<file path="config.mk">
export PLATFORM = sky130hd
export DESIGN_NAME = imem_loader_flat
export DESIGN_NICKNAME = d
export VERILOG_FILES = /design/src/rtl/imem_loader_if.sv /design/src/rtl/imem_loader.sv /design/src/flat_wrapper.sv
export SDC_FILE = /design/constraint.sdc
export NUM_CORES = 1
export LEC_CHECK = 0
export CAP_MARGIN = 20
export CORE_MARGIN = 5
export CORE_UTILIZATION = 35
export CTS_BUF_LIST = sky130_fd_sc_hd__clkbuf_4 sky130_fd_sc_hd__clkbuf_8
export DETAILED_ROUTE_END_ITERATION = 10
export GPL_TIMING_DRIVEN = 0
export SYNTH_ARGS = -nofsm -noshare
export SYNTH_HDL_FRONTEND = slang
export SYNTH_SLANG_ARGS = --single-unit
</file>
<file path="constraint.sdc">
create_clock -name clk -period 1.7 [get_ports clk]
set_input_delay 0.34 -clock clk [delete_from_list [all_inputs] [get_ports clk]]
set_output_delay 0.34 -clock clk [all_outputs]
set_load 0.02 [all_outputs]
</file>
<file path="src/rtl/imem_loader_if.sv">
// imem_loader_if
//   Groups the loader's byte-stream handshake and its instruction-memory
//   write bus.
//   Stream : in_valid, in_data (source -> loader), in_ready (loader -> source)
//   Memory : we, waddr, wdata (loader -> instruction memory)
//   modport master : the loader side
//   modport slave  : the environment side (byte source + instruction memory)
interface imem_loader_if #(
    parameter int AW = 4
);
    logic          in_valid;
    logic [7:0]    in_data;
    logic          in_ready;
    logic          we;
    logic [AW-1:0] waddr;
    logic [31:0]   wdata;

    modport master (
        input  in_valid, in_data,
        output in_ready, we, waddr, wdata
    );

    modport slave (
        output in_valid, in_data,
        input  in_ready, we, waddr, wdata
    );
endinterface

</file>
<file path="src/rtl/imem_loader.sv">
// imem_loader
//   Boot-time program loader. Receives a framed byte stream
//   (header N, 4*N big-endian data bytes, XOR checksum byte), writes each
//   assembled 32-bit word into instruction memory with a one-cycle strobe,
//   and releases the core from reset only after a frame with a correct
//   checksum has been fully written.
//   Ports:
//     clk       : clock, rising edge
//     rst       : asynchronous active-low reset
//     start     : single-cycle request to begin a new load
//     bus       : stream handshake + memory write bus (imem_loader_if.master)
//     busy      : frame in progress (HDR, DATA, CSUM)
//     done      : last frame loaded successfully
//     error     : last frame failed
//     cpu_rst_n : active-low core reset, high only in DONE
module imem_loader #(
    parameter int WORDS = 16,
    parameter int AW    = (WORDS > 1) ? $clog2(WORDS) : 1
) (
    input  logic          clk,
    input  logic          rst,
    input  logic          start,
    imem_loader_if.master bus,
    output logic          busy,
    output logic          done,
    output logic          error,
    output logic          cpu_rst_n
);

    typedef enum logic [2:0] {
        S_IDLE,
        S_HDR,
        S_DATA,
        S_CSUM,
        S_DONE,
        S_ERR
    } state_t;

    localparam logic [8:0] MAX_N = 9'(WORDS);

    state_t        state;
    logic [7:0]    n_words;
    logic [7:0]    word_idx;
    logic [7:0]    acc;
    logic [1:0]    byte_cnt;
    logic [23:0]   shift;
    logic          we_q;
    logic [AW-1:0] waddr_q;
    logic [31:0]   wdata_q;
    logic          rdy;
    logic          accept;

    assign rdy          = (state == S_HDR) || (state == S_DATA) || (state == S_CSUM);
    assign accept       = bus.in_valid && rdy;
    assign bus.in_ready = rdy;
    assign bus.we       = we_q;
    assign bus.waddr    = waddr_q;
    assign bus.wdata    = wdata_q;

    // The first three bytes of a word wait in 'shift'; the fourth byte is
    // concatenated straight into wdata so the write is issued on the very
    // edge that accepts it, with no extra pipeline stage.
    always_ff @(posedge clk or negedge rst) begin
        if (!rst) begin
            state     <= S_IDLE;
            n_words   <= '0;
            word_idx  <= '0;
            acc       <= '0;
            byte_cnt  <= '0;
            shift     <= '0;
            we_q      <= 1'b0;
            waddr_q   <= '0;
            wdata_q   <= '0;
            busy      <= 1'b0;
            done      <= 1'b0;
            error     <= 1'b0;
            cpu_rst_n <= 1'b0;
        end else begin
            we_q <= 1'b0;
            case (state)
                S_IDLE, S_DONE, S_ERR: begin
                    if (start) begin
                        state     <= S_HDR;
                        byte_cnt  <= '0;
                        word_idx  <= '0;
                        acc       <= '0;
                        done      <= 1'b0;
                        error     <= 1'b0;
                        busy      <= 1'b1;
                        cpu_rst_n <= 1'b0;
                    end
                end
                S_HDR: begin
                    if (accept) begin
                        if (bus.in_data != 8'd0 && {1'b0, bus.in_data} <= MAX_N) begin
                            n_words <= bus.in_data;
                            state   <= S_DATA;
                        end else begin
                            state <= S_ERR;
                            error <= 1'b1;
                            busy  <= 1'b0;
                        end
                    end
                end
                S_DATA: begin
                    if (accept) begin
                        acc      <= acc ^ bus.in_data;
                        byte_cnt <= byte_cnt + 2'd1;
                        if (byte_cnt == 2'd3) begin
                            we_q     <= 1'b1;
                            waddr_q  <= word_idx[AW-1:0];
                            wdata_q  <= {shift, bus.in_data};
                            word_idx <= word_idx + 8'd1;
                            if (word_idx == n_words - 8'd1) begin
                                state <= S_CSUM;
                            end
                        end else begin
                            shift <= {shift[15:0], bus.in_data};
                        end
                    end
                end
                S_CSUM: begin
                    if (accept) begin
                        busy <= 1'b0;
                        if (bus.in_data == acc) begin
                            state     <= S_DONE;
                            done      <= 1'b1;
                            cpu_rst_n <= 1'b1;
                        end else begin
                            state <= S_ERR;
                            error <= 1'b1;
                        end
                    end
                end
                default: begin
                    state <= S_IDLE;
                end
            endcase
        end
    end

endmodule

</file>
<file path="src/flat_wrapper.sv">
// flat-port wrapper written by rule: the top's interface ports become plain ports
module imem_loader_flat 
#(
    parameter int WORDS = 16,
    parameter int AW    = (WORDS > 1) ? $clog2(WORDS) : 1
)
  (clk, rst, start, busy, done, error, cpu_rst_n, bus_in_valid, bus_in_data, bus_in_ready, bus_we, bus_waddr, bus_wdata);
  imem_loader_if #(.AW(AW)) bus_i ();
  input  logic clk;
  input  logic rst;
  input  logic start;
  output logic busy;
  output logic done;
  output logic error;
  output logic cpu_rst_n;
  input wire logic [$bits(bus_i.in_valid)-1:0] bus_in_valid;
  input wire logic [$bits(bus_i.in_data)-1:0] bus_in_data;
  output wire logic [$bits(bus_i.in_ready)-1:0] bus_in_ready;
  output wire logic [$bits(bus_i.we)-1:0] bus_we;
  output wire logic [$bits(bus_i.waddr)-1:0] bus_waddr;
  output wire logic [$bits(bus_i.wdata)-1:0] bus_wdata;
  assign bus_i.in_valid = bus_in_valid;
  assign bus_i.in_data = bus_in_data;
  assign bus_in_ready = bus_i.in_ready;
  assign bus_we = bus_i.we;
  assign bus_waddr = bus_i.waddr;
  assign bus_wdata = bus_i.wdata;
  imem_loader #(.WORDS(WORDS), .AW(AW)) u_core (.clk(clk), .rst(rst), .start(start), .bus(bus_i), .busy(busy), .done(done), .error(error), .cpu_rst_n(cpu_rst_n));
endmodule
</file>
## Word-level counts from Yosys, hierarchy flattened

Index checks and enable logic that the tools add are counted.

- Register bits: 93
- Input bits: 12
- Output and inout port bits: 42

- Add/sub/neg operators: 3
- Magnitude comparators: 1
- Eq/ne operators: 17
- Muxes and demuxes: 35
- Bitwise logic cells: 2
- Reductions and logical operators: 19

Operator list:

| cell | count |
|---|---|
| 8-bit 2-to-1 mux | 4 |
| 8-bit case mux with 2 select lines | 2 |
| 3-bit 2-to-1 mux | 7 |
| 8-bit equality test | 2 |
| 1-bit 2-to-1 mux | 15 |
| 2-bit inequality test, second input constant | 6 |
| 3-bit case mux with 4 select lines | 1 |
| 3-bit AND reduction | 4 |
| 6-bit AND reduction | 2 |
| 8-bit by 1-bit adder with 8-bit output, second input constant | 1 |
| 8-bit by 5-bit <= comparator with 1-bit output, second input constant | 1 |
| 4-bit AND reduction | 2 |
| 8-bit nonzero test | 1 |
| 8-bit by 1-bit subtractor with 8-bit output, second input constant | 1 |
| 8-bit bitwise XOR | 1 |
| 3-bit by 2-bit equality test with 1-bit output, second input constant | 2 |
| 3-bit equality test, second input constant | 2 |
| 2-bit by 1-bit inequality test with 1-bit output, second input constant | 3 |
| 1-bit case mux with 3 select lines | 2 |
| 5-bit AND reduction | 1 |
| 2-bit 2-to-1 mux | 2 |
| 2-bit case mux with 2 select lines | 1 |
| 2-bit nonzero test | 2 |
| 3-bit by 1-bit equality test with 1-bit output, second input constant | 1 |
| other kinds (9) | 11 |

## Longest topological paths before layout

Gate-level depths: netlist (run 1).

- Word-level depth: 6
- Depth in mapped cells: 9
- Depth with buffers taken out: 7

## Least setup slack after synthesis (run 1)

No wires, ideal clock.

- Path type: flip-flop to flip-flop
- From: reg u_core.byte_cnt[0] (netlist name)
- To: reg u_core.n_words[0]
- Setup time: 0.125 ns
- Arrival time: 1.773 ns
- Data required time: 1.575 ns
- Slack: -0.198 ns
- Stages on the path, launching flop included: 8
- Path through: dfrtp_1 > ha_1 > nand2_1 > nand2_1 > a221oi_1 > or3_1 > buf_2 > mux2_2

RTL lines:

| what | RTL line | source |
|---|---|---|
| end signal, assigned | imem_loader.sv:96 | `n_words <= bus.in_data;` |
| end, declared | imem_loader.sv:42 | `logic [7:0] n_words;` |

## Worst setup path after layout (run 1)

- From: reg u_core.state[1]
- To: reg u_core.shift[4]

- Cells in the longest elaborated chain, start to end: 5

Ends and longest elaborated chain:

| what | RTL line | source |
|---|---|---|
| start, declared | imem_loader.sv:41 | `state_t state;` |
| start signal, assigned | imem_loader.sv:65 | `state <= S_IDLE;` |
| start signal, assigned | imem_loader.sv:83 | `state <= S_HDR;` |
| start signal, assigned | imem_loader.sv:97 | `state <= S_DATA;` |
| 3-bit by 1-bit equality test with 1-bit output or 3-bit by 2-bit equality test with 1-bit output (tied branches) | imem_loader.sv:53, imem_loader.sv:80 |  |
| 1-bit logical OR (2 in series) | imem_loader.sv:53 | `assign rdy = (state == S_HDR) \|\| (state == S_DATA) \|\| (state == S_CSUM);` |
| 1-bit logical AND | imem_loader.sv:54 | `assign accept = bus.in_valid && rdy;` |
| 3-bit AND reduction (no line) (*) | n/a |  |
| end signal, assigned | imem_loader.sv:118 | `shift <= {shift[15:0], bus.in_data};` |
| end, declared | imem_loader.sv:46 | `logic [23:0] shift;` |

Mark *: on every way between the ends. The rest lies on a longest branch, timed or not.
A chain may end at the register's enable or synchronous reset.

==> impl_table.tex, run 1 <==
\begin{tabular}{lr}
\hline
Metric & Value \\
\hline
\multicolumn{2}{l}{\textbf{Critical path}} \\
\quad Cell with the most instances on the worst path & sky130\_fd\_sc\_hd\_\_buf\_6 \\
\quad Worst path cell trace & buf\_6 > nor3b\_4 > nand2\_2 > nor4\_4 > buf\_6 > buf\_12 > mux2\_4 \\
\quad Critical Path Max Stage Delay & between 0.4 and 0.5 ns \\
\quad Worst setup path startpoint & u\_core.state[1] \\
\quad Data arrival time at the worst-slack endpoint & 2.03 ns \\
\quad Crit. End Element & flip-flop \\
\quad Capture instance of the worst register-to-register path & u\_core.shift[4] \\
\quad Critical path class & flip-flop to flip-flop \\
\quad Worst reg2reg path startpoint & u\_core.state[1] \\
\quad Crit-path slowest cell & sky130\_fd\_sc\_hd\_\_dfrtp\_2 \\
\quad Highest fanout seen on the critical path & 10 \\
\quad Type of origin of the critical path & flip-flop \\
\quad Number of cells on the worst reg-to-reg path & 7 \\
\quad Worst-case register-to-register setup slack & -0.08 ns \\
\quad Critical path data required time & between 1.5 and 2 ns \\
\multicolumn{2}{l}{\textbf{Finish}} \\
\quad Commonest non-fill, non-tap cells in the layout & sky130\_fd\_sc\_hd\_\_nand2\_1 (116), sky130\_fd\_sc\_hd\_\_dfrtp\_1 (88), sky130\_fd\_sc\_hd\_\_buf\_4 (34) \\
\quad Number of antenna diodes & 0 \\
\quad Most common library cell in the layout ignoring fill and taps & sky130\_fd\_sc\_hd\_\_nand2\_1 \\
\quad Area growth from synthesis to final layout & 39.9\% \\
\quad Fraction of final layout cells with drive strength greater than 1 & a little over a quarter \\
\quad Finished Core Util & 50.2\% \\
\quad Total Nets Final & 521 \\
\multicolumn{2}{l}{\textbf{Floorplanning}} \\
\quad Die height & $\sim$120 um \\
\quad Width of the die & approximately 120 um \\
\quad Initial standard-cell utilization of the core & between 30 and 40\% \\
\quad Number of core rows & 39 \\
\quad Total core area & 11,500 um\^{}2 \\
\quad Number of I/O pins & 54 \\
\quad Area enclosed by the die boundary & between 10,000 and 15,000 um\^{}2 \\
\multicolumn{2}{l}{\textbf{Drt}} \\
\quad DRC & 0 \\
\quad DR WL/cell & between 15 and 20 um \\
\quad DRT antenna net count & 0 \\
\quad Final WL & 10,100 um \\
\quad Overall via count from detail\_route & 3,179 \\
\quad Vias/cell & 4.86 \\
\quad DRT Pass-1 Iters & 4 \\
\quad Number of design-rule violations left by the first detailed-router iteration & 201 \\
\multicolumn{2}{l}{\textbf{Clock network}} \\
\quad Root buffer cell & sky130\_fd\_sc\_hd\_\_clkbuf\_8 \\
\quad Clock edge transition at the registers on the reported setup and hold paths & about 0.11 ns \\
\quad Bufs on Longest Clock Path & 2 \\
\quad H-Tree Level Count & 3 \\
\quad Clk sink count & 93 \\
\quad TritonCTS clock tree & done \\
\quad Number of buffers created by CTS & 9 \\
\quad Latest clock arrival within the worst-skew pair & 0.38 ns \\
\multicolumn{2}{l}{\textbf{Global route}} \\
\quad Overflow left after global routing & 0 \\
\quad Vias in the first global route & $\sim$3,300 \\
\quad M2 GR Usage & between 20\% and 30\% \\
\quad Peak-usage layer in the global routing report & met2 \\
\quad Number of antenna violations at the first check in global routing & 0 \\
\quad Met3 Resource Use GR & 3.49\% \\
\quad Tot GR Track Use & around 14\% \\
\quad Largest net degree at the start of global routing & between 60 and 70 \\
\quad Wire length of the first global-routing pass & $\sim$17,000 um \\
\quad Global routing usage on met1 & around 19\% \\
\multicolumn{2}{l}{\textbf{Power}} \\
\quad Reported leakage power & between 3 and 4 nW \\
\quad Highest ir drop seen on vdd & roughly 0.45 mV \\
\quad Power density relative to cell area & between 900 and 1000 nW/um\^{}2 \\
\multicolumn{2}{l}{\textbf{STA}} \\
\quad Setup slack of the critical path after layout & -0.0813 ns \\
\quad Peak clock frequency supported by timing & 561 MHz \\
\quad Final setup violating endpoints & 31 \\
\quad Final clock period utilization by the worst path & 105\% \\
\quad Final Hold Fails & 0 \\
\quad Headroom to the max-slew limit & 72.1\% \\
\quad Fin crit period & between 1.5 and 2 ns \\
\quad Slew at the pin with the worst max-slew slack & 0.419 ns \\
\quad Final clock skew & 0.0205 ns \\
\quad Final Max Tran Viols & 0 \\
\quad Unrepaired setup endpoints after global routing & true \\
\multicolumn{2}{l}{\textbf{Run status}} \\
\quad Outcome & finished with violations \\
\quad Violated checks & negative setup slack \\
\multicolumn{2}{l}{\textbf{Synth}} \\
\quad Post-synthesis cell count & between 400 and 500 \\
\quad Post-synth top flop & sky130\_fd\_sc\_hd\_\_dfrtp\_1 \\
\quad Proportion of synthesized chip area in sequential cells & $\sim$56\% \\
\quad Number of distinct library cells after synthesis & 38 \\
\quad Avg Inst Size Synth & between 10 and 15 um\^{}2 \\
\quad Fraction of registers with async set or reset after synthesis & 100\% \\
\quad Number of flip-flops and latches in the synthesized netlist & 93 \\
\quad Synthesized cell area & slightly above 4000 um\^{}2 \\
\quad Post-Synthesis Net Count & $\sim$420 \\
\quad Number of warnings printed during yosys synthesis & 0 \\
\quad Post-synth EDFFs & 0 \\
\multicolumn{2}{l}{\textbf{Min path}} \\
\quad Startpoint of the worst hold path & bus\_in\_data[4] \\
\quad Hold path cells & 3 \\
\quad Tightest Hold Check Type & input pin to flip-flop \\
\quad End point of the worst hold path & u\_core.bus.wdata[4] \\
\multicolumn{2}{l}{\textbf{Flow run}} \\
\quad Max-cap violation count & 0 \\
\multicolumn{2}{l}{\textbf{Place}} \\
\quad Placement Setup Slack & -0.793 ns \\
\quad Placer's final routability congestion estimate & slightly below 0.8 \\
\quad Post-DP HPWL & between 6000 and 7000 um \\
\quad Quantity of I/O buffers inserted on ports & 52 \\
\hline
\end{tabular}
-- registers in the layout, summed over array words and instances, names as in the netlist --
signal,flops
u_core.bus.waddr,4
u_core.bus.wdata,32
u_core.byte_cnt,2
u_core.state,3
u_core.error,1
u_core.n_words,8
u_core.word_idx,8
u_core.shift,24
u_core.acc,8
u_core.bus.we,1
u_core.busy,1
u_core.done,1
-- through the flow --
stage	power, mW	setup TNS (ns)	area [um^2]	cells	hold slack [ns]
after floorplan	3.34	-1.53	4240	408	0.0444
after global placement	3.65	-325.73	4940	603	0.451
after detailed placement	3.70	-38.16	4960	604	0.308
after CTS	5.44	-7.28	5450	639	0.286
after global routing	5.89	-4.64	5790	654	0.302
final	5.59	-1.45	5790	654	0.297
-- worst max path at each step --
stage | end | slack [ns]
after floorplan | u_core.shift[19] | -0.08
after global placement | u_core.state[2] | -3.12
after CTS | u_core.shift[6] | -0.17
after detailed placement | u_core.n_words[4] | -0.79
final | u_core.shift[4] | -0.08
after global routing | u_core.state[0] | -0.19
-- where the power goes --
part | leakage (nW) | switching (mW) | internal [mW]
registers | 1.27 | 0.176 | 2.35
clock network | 0.0947 | 0.877 | 0.567
logic | 1.82 | 0.792 | 0.830
total | 3.18 | 1.84 | 3.74
-- area by class of cell --
cell class / instances / area, um^2
clock buffers: 9 / 124
clock inverters: 7 / 70.1
well taps: 143 / 179
flip-flops and latches: 93 / 2330
multi-input cells: 287 / 1980
inverters: 7 / 28.8
repair buffers: 91 / 892
fillers: 1038 / 5730
plain buffers: 17 / 179
-- worst max-delay path, delay by kind of cell, from the launching register on --
kind                   cells  cell delay [ns]
buffers and inverters      3             0.47
flip-flops                 1             0.41
AND/OR/NAND/NOR            3             0.49
multiplexers               1             0.30
-- kinds of logic (layout without fill, tap and decap cells) --
logic type                 Yosys count  count (layout)  share of synthesized area [%]
AOI/OAI and AO/OA                   42              42                           5.72
xor gates and xnor gates            24              24                           5.08
adders and majority gates            3               3                          0.907
buffers and inverters               28             131                           3.45
DFF                                 93              93                           56.2
muxes                               31              31                           8.38
and+or+nand+nor                    187             187                           20.2
-- repair_timing --
action,4_1_cts,5_1_grt
hold endpoints to repair,30,0
setup buffers,19,16
setup endpoints to repair,113,101
pin swaps,13,8
cloned,0,2
resized for setup,75,61
hold buffers,1,0
-- metal layers --
metal,share of wire (%),vias to the layer above
met5,0,-
met4,1.2,0
met3,3.7,8
met2,48,59
met1,47,1569
li1,-,1543
-- cell usage after synthesis (2+ instances only) --
| master | instances | area (um^2) |
|---|---|---|
| sky130_fd_sc_hd__a21oi_1 | 7 | 35.0 |
| sky130_fd_sc_hd__and2_1 | 2 | 12.5 |
| sky130_fd_sc_hd__and3_1 | 4 | 25.0 |
| sky130_fd_sc_hd__buf_2 | 6 | 30.0 |
| sky130_fd_sc_hd__buf_4 | 6 | 45.0 |
| sky130_fd_sc_hd__clkbuf_1 | 8 | 30.0 |
| sky130_fd_sc_hd__dfrtp_1 | 93 | 2330 |
| sky130_fd_sc_hd__ha_1 | 3 | 37.5 |
| sky130_fd_sc_hd__inv_1 | 6 | 22.5 |
| sky130_fd_sc_hd__mux2_2 | 29 | 327 |
| sky130_fd_sc_hd__mux2i_1 | 2 | 20.0 |
| sky130_fd_sc_hd__nand2_1 | 120 | 450 |
| sky130_fd_sc_hd__nand2b_1 | 7 | 43.8 |
| sky130_fd_sc_hd__nand3_1 | 13 | 65.1 |
| sky130_fd_sc_hd__nand3b_1 | 3 | 22.5 |
| sky130_fd_sc_hd__nand4_1 | 2 | 12.5 |
| sky130_fd_sc_hd__nor2_1 | 21 | 78.8 |
| sky130_fd_sc_hd__nor2b_1 | 2 | 12.5 |
| sky130_fd_sc_hd__nor3b_2 | 2 | 25.0 |
| sky130_fd_sc_hd__nor4_1 | 6 | 37.5 |
| sky130_fd_sc_hd__o21ai_0 | 27 | 135 |
| sky130_fd_sc_hd__xnor2_1 | 16 | 140 |
| sky130_fd_sc_hd__xor2_1 | 8 | 70.1 |
No activity file was read; power rests on OpenSTA's default activity.
==> inputs of run 2 (changes only) <==
- TNS_END_PERCENT: unset -> 30
==> run 2 against run 1 <==
Net effect: setup slack worse by 0.037 ns; flip-flop and latch count unchanged; the run still ends with negative setup slack left; sequential power about the same; design area up 2.9%; via count up 1.6%; clock skew down 0.0078 ns; worst hold slack better by 0.0021 ns; register-to-register slack worse by 0.04 ns; critical endpoint is now u_core.shift[23].
==> impl_table.tex, run 2 (synthesized netlist as in run 1, its figures left out) <==
\begin{tabular}{lr}
\hline
Metric & Value \\
\hline
\multicolumn{2}{l}{\textbf{Run status}} \\
\quad Outcome & finished with violations \\
\quad Violated checks & negative setup slack \\
\multicolumn{2}{l}{\textbf{Power}} \\
\quad Reported leakage power & 2.95 nW (-7.3\%) \\
\quad Overall Power & 6.00 mW (+7.4\%) \\
\quad Highest ir drop seen on vdd & 0.438 mV (-3.2\%) \\
\quad Power density relative to cell area & 1010 nW/um\^{}2 (+4.3\%) \\
\multicolumn{2}{l}{\textbf{STA}} \\
\quad Final clock skew & 0.0127 ns (-0.00783 ns) \\
\quad Setup slack of the critical path after layout & -0.119 ns (-0.0374 ns) \\
\quad Final setup violating endpoints & 36 (+16\%) \\
\quad Final Max Tran Viols & 0 (unchanged) \\
\quad Slew at the pin with the worst max-slew slack & 0.496 ns (+0.0774 ns) \\
\quad Sum Neg Setup Slack & -2.83 ns (-1.38 ns) \\
\quad Peak clock frequency supported by timing & 550 MHz (-2.1\%) \\
\quad Final Hold Fails & 0 (unchanged) \\
\quad Unrepaired setup endpoints after global routing & true \\
\quad Final clock period utilization by the worst path & 107\% (+2.2 points) \\
\quad Worst-case hold slack & 0.299 ns (+0.00207 ns) \\
\quad Headroom to the max-slew limit & 66.9\% (-5.2 points) \\
\quad Fin crit period & 1.82 ns (+0.0374 ns) \\
\multicolumn{2}{l}{\textbf{Floorplanning}} \\
\quad Width of the die & 119 um (unchanged) \\
\quad Die height & 119 um (unchanged) \\
\quad Area enclosed by the die boundary & 14,100 um\^{}2 (unchanged) \\
\quad Initial standard-cell utilization of the core & 35.9\% (unchanged) \\
\quad Number of core rows & 39 (unchanged) \\
\quad Total core area & 11,500 um\^{}2 (unchanged) \\
\quad Number of I/O pins & 54 (unchanged) \\
\multicolumn{2}{l}{\textbf{Critical path}} \\
\quad Critical Path Max Stage Delay & 0.38 ns (-0.03 ns) \\
\quad Gate family responsible for the most delay along the worst path & simple AND/OR/NAND/NOR gates \\
\quad Critical path data required time & 1.96 ns (about the same) \\
\quad Type of origin of the critical path & flip-flop \\
\quad Cell with the most instances on the worst path & sky130\_fd\_sc\_hd\_\_buf\_6 \\
\quad Count of buffering cells on the critical path with inverters included & 3 (unchanged) \\
\quad Highest fanout seen on the critical path & 7 (-3) \\
\quad Worst path cell trace & buf\_6 > nor3b\_4 > nand2\_2 > nor4\_4 > buf\_6 > clkbuf\_16 > mux2\_4 \\
\quad Crit-path slowest cell & sky130\_fd\_sc\_hd\_\_dfrtp\_1 \\
\quad Crit. End Element & flip-flop \\
\quad Critical path class & flip-flop to flip-flop \\
\quad Data arrival time at the worst-slack endpoint & 2.07 ns (+0.04 ns) \\
\multicolumn{2}{l}{\textbf{Drt}} \\
\quad Final WL & 10,500 um (+4.3\%) \\
\quad DRC & 0 (unchanged) \\
\quad DRT Pass-1 Iters & 4 (unchanged) \\
\quad Overall via count from detail\_route & 3,230 (+1.6\%) \\
\quad DRT antenna net count & 0 (unchanged) \\
\quad DR WL/cell & 16.0 um (+3.2\%) \\
\quad Vias/cell & 4.89 (+0.53\%) \\
\quad Number of design-rule violations left by the first detailed-router iteration & 225 (+12\%) \\
\multicolumn{2}{l}{\textbf{Place}} \\
\quad Placer's final routability congestion estimate & 0.783 (+0.45\%) \\
\quad Quantity of I/O buffers inserted on ports & 52 (unchanged) \\
\quad Inst Count DP & 604 (unchanged) \\
\quad Post-DP HPWL & 6610 um (+0.76\%) \\
\multicolumn{2}{l}{\textbf{Global route}} \\
\quad Tot GR Track Use & 14.7\% (+0.30 points) \\
\quad Vias in the first global route & 3,268 (-0.12\%) \\
\quad Number of antenna violations at the first check in global routing & 0 (unchanged) \\
\quad Overflow left after global routing & 0 (unchanged) \\
\quad Wire length of the first global-routing pass & 16,700 um (+0.42\%) \\
\quad Largest net degree at the start of global routing & 65 (+1.6\%) \\
\multicolumn{2}{l}{\textbf{Clock network}} \\
\quad Bufs on Longest Clock Path & 2 (unchanged) \\
\quad Latest clock arrival within the worst-skew pair & 0.37 ns (about the same) \\
\quad TritonCTS clock tree & done \\
\quad Clk sink count & 93 (unchanged) \\
\quad Number of buffers created by CTS & 9 (unchanged) \\
\quad Clock edge transition at the registers on the reported setup and hold paths & 0.10 ns (about the same) \\
\quad Root buffer cell & sky130\_fd\_sc\_hd\_\_clkbuf\_8 \\
\quad H-Tree Level Count & 3 (unchanged) \\
\multicolumn{2}{l}{\textbf{Finish}} \\
\quad Non-filler cells in the finished layout & 661 (+1.1\%) \\
\quad Most common library cell in the layout ignoring fill and taps & sky130\_fd\_sc\_hd\_\_nand2\_1 \\
\quad Finished Core Util & 51.7\% (+1.5 points) \\
\quad Number of antenna diodes & 0 (unchanged) \\
\quad Max FFs per register & 32 (unchanged) \\
\quad Total Nets Final & 529 (+1.5\%) \\
\quad Fraction of final layout cells with drive strength greater than 1 & 29.3\% (+2.1 points) \\
\quad Commonest non-fill, non-tap cells in the layout & sky130\_fd\_sc\_hd\_\_nand2\_1 (112), sky130\_fd\_sc\_hd\_\_dfrtp\_1 (89), sky130\_fd\_sc\_hd\_\_buf\_4 (35) \\
\quad Fill cell count & 1,032 (-0.58\%) \\
\quad Area growth from synthesis to final layout & 43.9\% \\
\multicolumn{2}{l}{\textbf{Flow run}} \\
\quad Max-cap violation count & 0 (unchanged) \\
\multicolumn{2}{l}{\textbf{Min path}} \\
\quad Tightest Hold Check Type & input pin to flip-flop \\
\hline
\end{tabular}
run 2: cell types whose count changed in the layout (fill, tap and decap cells not counted), sizes merged, moves of 3 or more:
cell / change
clkdlybuf4s50: +23
dlymetal6s2s: -17
buf: +8
dlygate4sd2: -8
bufinv: +3
clkinv: -3
run 2: what timing repair did:
action | CTS | global route
setup endpoints to repair | 104 | 113
hold buffers | 1 | 0
pin swaps | 10 | 16
gates cloned | 0 | 5
buffers inserted | 13 | 25
resized for setup | 63 | 82
hold endpoints to repair | 29 | 0
run 2: stage by stage:
stage | setup WS, ns | area [um^2]
6_report | -0.119 | 5960
4_1_cts | -0.193 | 5370
2_1_floorplan | -0.0889 | 4200
3_5_place_dp | -0.792 | 4920
5_1_grt | -0.173 | 5960
3_3_place_gp | -3.14 | 4890
run 2: cell type report:
type / count / area [um^2] / share of cell area, %
sequential: 93 / 2330 / 39.2
multi-input combinational: 287 / 1990 / 33.4
timing repair buffer: 97 / 967 / 16.2
buffer: 19 / 213 / 3.57
tap: 143 / 179 / 3.00
clock buffer: 10 / 138 / 2.31
clock inverter: 5 / 108 / 1.81
inverter: 7 / 28.8 / 0.483
run 2: layer usage:
metal	wire length, um	vias to the layer above	part of all wire (%)	global-route usage [%]
met5	0	-	0	0
met4	132	0	1.3	4.42
met3	404	8	3.8	3.82
met2	5230	60	50	24.4
met1	4780	1603	45	19.0
li1	-	1559	-	-
run 2: power by group:
| group | switching, mW | internal [mW] |
|---|---|---|
| clock network | 0.793 | 1.02 |
| registers | 0.160 | 2.35 |
| logic | 0.815 | 0.869 |
| total | 1.77 | 4.23 |
run 2: path summary, 6_finish.rpt:
path,startpoint,to,slack [ns],cells past startpoint
setup reg to reg,u_core.state[0],u_core.shift[23],-0.12,7
max in group asynchronous,rst,u_core.n_words[1],0.59,3
hold / removal,bus_in_data[4],u_core.bus.wdata[4],0.30,3
setup / recovery,u_core.state[0],u_core.shift[23],-0.12,7
hold reg to reg,u_core.bus.wdata[26],u_core.bus.wdata[26],0.47,2
min in group asynchronous,rst,u_core.shift[14],0.44,2
run 2: worst reg2reg max path: cells and delay by family (launching register included):
family / cells / cell delay, ns
flip-flops: 1 / 0.38
AND/OR/NAND/NOR: 3 / 0.53
multiplexers: 1 / 0.30
buffers and inverters: 3 / 0.52
==> inputs of run 3 (changes only) <==
- CAP_MARGIN: 20 -> unset
==> run 3 against run 2 <==
Net effect: the run still ends with negative setup slack left; sequential power barely moved; combinational power barely moved; cell count did not move; sequential share of layout area did not move; flip-flop and latch count did not move; die area did not move; via count did not move; clock power barely moved; critical path type unchanged; largest cell class unchanged; highest routed layer unchanged.
==> impl_table.tex, run 3 (synthesized netlist as in run 1, its figures left out) <==
\begin{tabular}{lr}
\hline
Metric & Value \\
\hline
\multicolumn{2}{l}{\textbf{Run status}} \\
\quad Outcome & finished with violations \\
\quad Violated checks & negative setup slack \\
\multicolumn{2}{l}{\textbf{Global route}} \\
\quad Tot GR Track Use & 14.7\% (unchanged) \\
\quad Overflow left after global routing & 0 (unchanged) \\
\quad Number of antenna violations at the first check in global routing & 0 (unchanged) \\
\quad Vias in the first global route & 3,268 (unchanged) \\
\quad Largest net degree at the start of global routing & 65 (unchanged) \\
\quad Wire length of the first global-routing pass & 16,700 um (unchanged) \\
\multicolumn{2}{l}{\textbf{Min path}} \\
\quad Tightest Hold Check Type & input pin to flip-flop \\
\quad Startpoint of the worst hold path & bus\_in\_data[4] \\
\quad Hold path cells & 3 (unchanged) \\
\quad End point of the worst hold path & u\_core.bus.wdata[4] \\
\multicolumn{2}{l}{\textbf{Critical path}} \\
\quad Capture instance of the worst register-to-register path & u\_core.shift[23] \\
\quad Worst reg2reg path startpoint & u\_core.state[0] \\
\quad Data arrival time at the worst-slack endpoint & 2.07 ns (about the same) \\
\quad Number of cells on the worst reg-to-reg path & 7 (unchanged) \\
\quad Crit. End Element & flip-flop \\
\quad Worst path cell trace & buf\_6 > nor3b\_4 > nand2\_2 > nor4\_4 > buf\_6 > clkbuf\_16 > mux2\_4 \\
\quad Crit-path slowest cell & sky130\_fd\_sc\_hd\_\_dfrtp\_1 \\
\quad Count of buffering cells on the critical path with inverters included & 3 (unchanged) \\
\quad Critical path class & flip-flop to flip-flop \\
\quad Critical Path Max Stage Delay & 0.38 ns (about the same) \\
\quad Worst-case register-to-register setup slack & -0.12 ns (about the same) \\
\quad Highest fanout seen on the critical path & 7 (unchanged) \\
\quad Type of origin of the critical path & flip-flop \\
\quad Gate family responsible for the most delay along the worst path & simple AND/OR/NAND/NOR gates \\
\quad Critical path data required time & 1.96 ns (about the same) \\
\quad Cell with the most instances on the worst path & sky130\_fd\_sc\_hd\_\_buf\_6 \\
\multicolumn{2}{l}{\textbf{Drt}} \\
\quad DRT Pass-1 Iters & 4 (unchanged) \\
\quad Vias/cell & 4.89 (unchanged) \\
\quad Highest routed layer & met4 \\
\quad DRT antenna net count & 0 (unchanged) \\
\quad Overall via count from detail\_route & 3,230 (unchanged) \\
\quad Number of design-rule violations left by the first detailed-router iteration & 225 (unchanged) \\
\quad DRC & 0 (unchanged) \\
\quad Wire length on met1 & 4780 um (unchanged) \\
\quad Amount of wire on met3 after detailed routing & 404 um (unchanged) \\
\quad DR WL/cell & 16.0 um (unchanged) \\
\quad Detailed route wirelength on metal2 & 5230 um (unchanged) \\
\quad Final WL & 10,500 um (unchanged) \\
\multicolumn{2}{l}{\textbf{Clock network}} \\
\quad H-Tree Level Count & 3 (unchanged) \\
\quad Bufs on Longest Clock Path & 2 (unchanged) \\
\quad TritonCTS clock tree & done \\
\quad Clk sink count & 93 (unchanged) \\
\quad Root buffer cell & sky130\_fd\_sc\_hd\_\_clkbuf\_8 \\
\quad Clock edge transition at the registers on the reported setup and hold paths & 0.10 ns (about the same) \\
\quad Number of buffers created by CTS & 9 (unchanged) \\
\quad Latest clock arrival within the worst-skew pair & 0.37 ns (about the same) \\
\multicolumn{2}{l}{\textbf{Power}} \\
\quad Power density relative to cell area & 1010 nW/um\^{}2 (unchanged) \\
\quad Reported leakage power & 2.95 nW (unchanged) \\
\quad Highest ir drop seen on vdd & 0.438 mV (unchanged) \\
\multicolumn{2}{l}{\textbf{Finish}} \\
\quad Fill cell count & 1,032 (unchanged) \\
\quad Post-layout instance area & 5960 um\^{}2 (unchanged) \\
\quad Area growth from synthesis to final layout & 43.9\% (unchanged) \\
\quad Fraction of final layout cells with drive strength greater than 1 & 29.3\% (unchanged) \\
\quad Total Nets Final & 529 (unchanged) \\
\quad Commonest non-fill, non-tap cells in the layout & sky130\_fd\_sc\_hd\_\_nand2\_1 (112), sky130\_fd\_sc\_hd\_\_dfrtp\_1 (89), sky130\_fd\_sc\_hd\_\_buf\_4 (35) \\
\quad Max FFs per register & 32 (unchanged) \\
\quad Number of antenna diodes & 0 (unchanged) \\
\quad Most common library cell in the layout ignoring fill and taps & sky130\_fd\_sc\_hd\_\_nand2\_1 \\
\quad Non-filler cells in the finished layout & 661 (unchanged) \\
\multicolumn{2}{l}{\textbf{STA}} \\
\quad Fin crit period & 1.82 ns (unchanged) \\
\quad Slew at the pin with the worst max-slew slack & 0.496 ns (unchanged) \\
\quad Final clock period utilization by the worst path & 107\% (unchanged) \\
\quad Peak clock frequency supported by timing & 550 MHz (unchanged) \\
\quad Unrepaired setup endpoints after global routing & true \\
\quad Final Hold Fails & 0 (unchanged) \\
\quad Final setup violating endpoints & 36 (unchanged) \\
\quad Final clock skew & 0.0127 ns (unchanged) \\
\quad Setup slack of the critical path after layout & -0.119 ns (unchanged) \\
\quad Final Max Tran Viols & 0 (unchanged) \\
\quad Headroom to the max-slew limit & 66.9\% (unchanged) \\
\multicolumn{2}{l}{\textbf{Place}} \\
\quad Placed Area & 4920 um\^{}2 (unchanged) \\
\quad Inst Count DP & 604 (unchanged) \\
\quad Placer's final routability congestion estimate & 0.783 (unchanged) \\
\quad Post-DP HPWL & 6610 um (unchanged) \\
\quad Quantity of I/O buffers inserted on ports & 52 (unchanged) \\
\multicolumn{2}{l}{\textbf{Floorplanning}} \\
\quad Width of the die & 119 um (unchanged) \\
\quad Number of I/O pins & 54 (unchanged) \\
\quad Total core area & 11,500 um\^{}2 (unchanged) \\
\quad Initial standard-cell utilization of the core & 35.9\% (unchanged) \\
\quad Die height & 119 um (unchanged) \\
\quad Number of core rows & 39 (unchanged) \\
\quad Area enclosed by the die boundary & 14,100 um\^{}2 (unchanged) \\
\multicolumn{2}{l}{\textbf{Flow run}} \\
\quad Max-cap violation count & 0 (unchanged) \\
\hline
\end{tabular}
run 3: cell counts in the layout (fill, tap and decap cells not counted):
Identical to the previous run, type by type.
run 3: worst min-delay path, cell delays in order:
cell and delay [ns]:
sky130_fd_sc_hd__buf_2 0.17, sky130_fd_sc_hd__nand2_1 0.08, sky130_fd_sc_hd__nand2_1 0.04
run 3: repair_timing:
action / CTS / global route
hold endpoints to repair: 29 / 0
pin swaps: 10 / 16
hold buffers: 1 / 0
gates cloned: 0 / 5
setup endpoints to repair: 104 / 113
gates resized for setup: 63 / 82
setup buffers: 13 / 25
run 3: worst max path at each step:
stage,endpoint,cells after the start,from
after floorplan,u_core.shift[13],6,u_core.state[1]
after global placement,u_core.busy,1,rst
after detailed placement,u_core.n_words[0],7,bus_in_data[0]
after CTS,u_core.shift[16],7,u_core.state[2]
after global routing,u_core.shift[9],7,u_core.state[0]
final,u_core.shift[23],7,u_core.state[0]
run 3: power by group:
part	leakage (nW)	switching (mW)	total, mW	internal (mW)
registers	1.27	0.160	2.51	2.35
logic	1.55	0.815	1.68	0.869
clock network	0.123	0.793	1.81	1.02
total	2.95	1.77	6.00	4.23
run 3: routing by layer:
metal	vias to the layer above	GRT usage (%)
li1	1559	-
met3	8	3.82
met5	-	0
met2	60	24.4
met4	0	4.42
met1	1603	19.0
run 3: through the flow:
| stage | total power [mW] | worst slack, ns | util (%) | hold slack (ns) | TNS [ns] |
|---|---|---|---|---|---|
| 2_1_floorplan | 3.34 | -0.0889 | - | 0.0444 | -1.53 |
| 3_3_place_gp | 3.65 | -3.14 | 42.5 | 0.451 | -328.44 |
| 3_5_place_dp | 3.70 | -0.792 | 42.7 | 0.302 | -37.82 |
| 4_1_cts | 5.70 | -0.193 | 46.7 | 0.290 | -9.88 |
| 5_1_grt | 6.33 | -0.173 | 51.7 | 0.302 | -6.88 |
| 6_report | 6.00 | -0.119 | 51.7 | 0.299 | -2.83 |
run 3: area by class of cell:
class / count / area, um^2 / share of cell area, %
inverters: 7 / 28.8 / 0.483
clock buffers: 10 / 138 / 2.31
plain buffers: 19 / 213 / 3.57
flip-flops and latches: 93 / 2330 / 39.2
repair buffers: 97 / 967 / 16.2
clock inverters: 5 / 108 / 1.81
multi-input cells: 287 / 1990 / 33.4
well taps: 143 / 179 / 3.00
==> variant (config.mk and constraints of run 2) <==
`WORDS` is set to 16 in 2 places; all go to 8.
--- a/src/rtl/imem_loader.sv
+++ b/src/rtl/imem_loader.sv
@@ -15,5 +15,5 @@
 //     cpu_rst_n : active-low core reset, high only in DONE
 module imem_loader #(
-    parameter int WORDS = 16,
+    parameter int WORDS = 8,
     parameter int AW    = (WORDS > 1) ? $clog2(WORDS) : 1
 ) (
--- a/src/flat_wrapper.sv
+++ b/src/flat_wrapper.sv
@@ -2,5 +2,5 @@
 module imem_loader_flat 
 #(
-    parameter int WORDS = 16,
+    parameter int WORDS = 8,
     parameter int AW    = (WORDS > 1) ? $clog2(WORDS) : 1
 )
Interface: changed (resized bus_waddr); port bits go from 54 to 53. No check against the original RTL was run, so the function may have changed too.
==> variant against run 2 <==
- the flow still finishes with violations (negative setup slack)
- sequential cell count shrank 1
- area after synthesis shrank 0.64%
- critical path depth grew 2
- clock power shrank 17%
- design area shrank 5.7%
- power shrank 3.0%
- wire length shrank 4.4%
- core utilization shrank 2.7 points
- setup slack lost 330 ps
==> variant: results (changes against run 2) <==
* Met1 WL at 4.82 mm (was 4.78 mm)
* Clock-pin slew on the worst setup and hold paths at approximately 90 ps
* Outcome: finished, violations left (unchanged)
* Final RePlAce weighted congestion at 0.791 (was 0.783)
* CP Capture Point: u_core.state[1] (was u_core.shift[23])
* Drt initial violations at 179 (was 225)
* Placed Instance Area at 4840 um^2 (was 4920 um^2)
* Vias after detailed routing at 3130 (was 3230)
* Pleak at 3.09 nW (was 2.95 nW)
* Hold path start: bus_in_data[3] (was bus_in_data[4])
* Share of synthesized area occupied by flip-flops and latches at 0.560 (was 0.562)
* Finish-stage setup viols at 35 (was 36)
* Detail Route met2 WL at 4.80 mm (was 5.23 mm)
* Maximum number of pins on one net before global-route repair at 58 (was 65)
* Total Routing Usage GR at 0.143 (was 0.147)
* Setup skew after layout at 10.3 ps (was 12.7 ps)
* Highest ir drop seen on vdd at 0.471 mV (was 0.438 mV)
* Met2 capacity usage during global routing at 0.229 (was 0.244)
* Count of input and output buffers at 50 (was 52)
* Routed length on met3 at 308 um (was 404 um)
* Non-filler instance count after layout at 633 (was 661)
* Placed wire-length estimate after detailed placement at 6.49 mm (was 6.61 mm)
* Top post-synthesis cells by count: 118 x nand2_1, 92 x dfrtp_1, 28 x mux2_2 (was 120 x nand2_1, 93 x dfrtp_1, 29 x mux2_2)
* Post-CTS repair timing setup buffer count at 20 (was 13)
* Number of nets in the layout at 501 (was 529)
* Arrival time reported for the critical path endpoint at 2430 ps (was 2070 ps)
* Average detailed-routed wire length per instance at 15.9 um (was 16.0 um)
* Failing checks: negative setup slack (unchanged)
* Crit path setup slack, layout at -451 ps (was -119 ps)
* Cell with the largest stage delay on the worst path: dfrtp_2 (was dfrtp_1)
* M1 GR Usage at 0.199 (was 0.190)
* Max Fanout on Critical Path at 4 (was 7)
* Worst Max-Slew Pin Slew at 669 ps (was 496 ps)
* Worst-case hold path end point: u_core.bus.wdata[3] (was u_core.bus.wdata[4])
* First-pass GRT wire length at 16.5 mm (was 16.7 mm)
* Post-route setup TNS at -6130 ps (was -2830 ps)
* Number of cells after detailed placement at 593 (was 604)
* Number of global-route vias before repair at 3237 (was 3268)
* WHS at 362 ps (was 299 ps)
* Worst Setup SP: u_core.n_words[0] (was u_core.state[0])
* Fraction of final layout cells sized beyond drive strength 1 at 0.243 (was 0.293)
* Net Count, Synth at 414 (was 423)
* Placement-stage worst setup slack at -964 ps (was -792 ps)
* # resized after CTS at 83 (was 63)
* Unique masters post-synth at 41 (was 38)
* Cells after synthesis at 399 (was 408)
* Worst setup slack for register-to-register paths at -450 ps (was -120 ps)
* Worst Reg2Reg Path Length in Cells at 9 (was 7)
==> variant: cell type report <==
cell class	count	area, um^2
Fill cell	1022	5850
Sequential cell	92	2310
Multi-Input combinational cell	283	1940
Timing Repair Buffer	78	841
Tap cell	143	179
Clock buffer	9	124
Buffer	14	119
Clock inverter	6	71.3
Inverter	8	32.5
==> variant: where the power goes <==
| group | switching (mW) | internal (mW) |
|---|---|---|
| Clock | 0.825 | 0.688 |
| Combinational | 0.856 | 0.851 |
| Sequential | 0.205 | 2.40 |
| Total | 1.89 | 3.94 |
==> variant: kinds of logic after synthesis <==
kind of cell / Yosys count / synth area share
AO/OA/AOI/OAI: 42 / 0.0590
XOR/XNOR: 23 / 0.0490
adder cells (fa/ha/maj): 3 / 0.00913
buffers and inverters: 24 / 0.0262
flip-flops: 92 / 0.560
multiplexers: 34 / 0.0925
AND/OR/NAND/NOR: 181 / 0.204
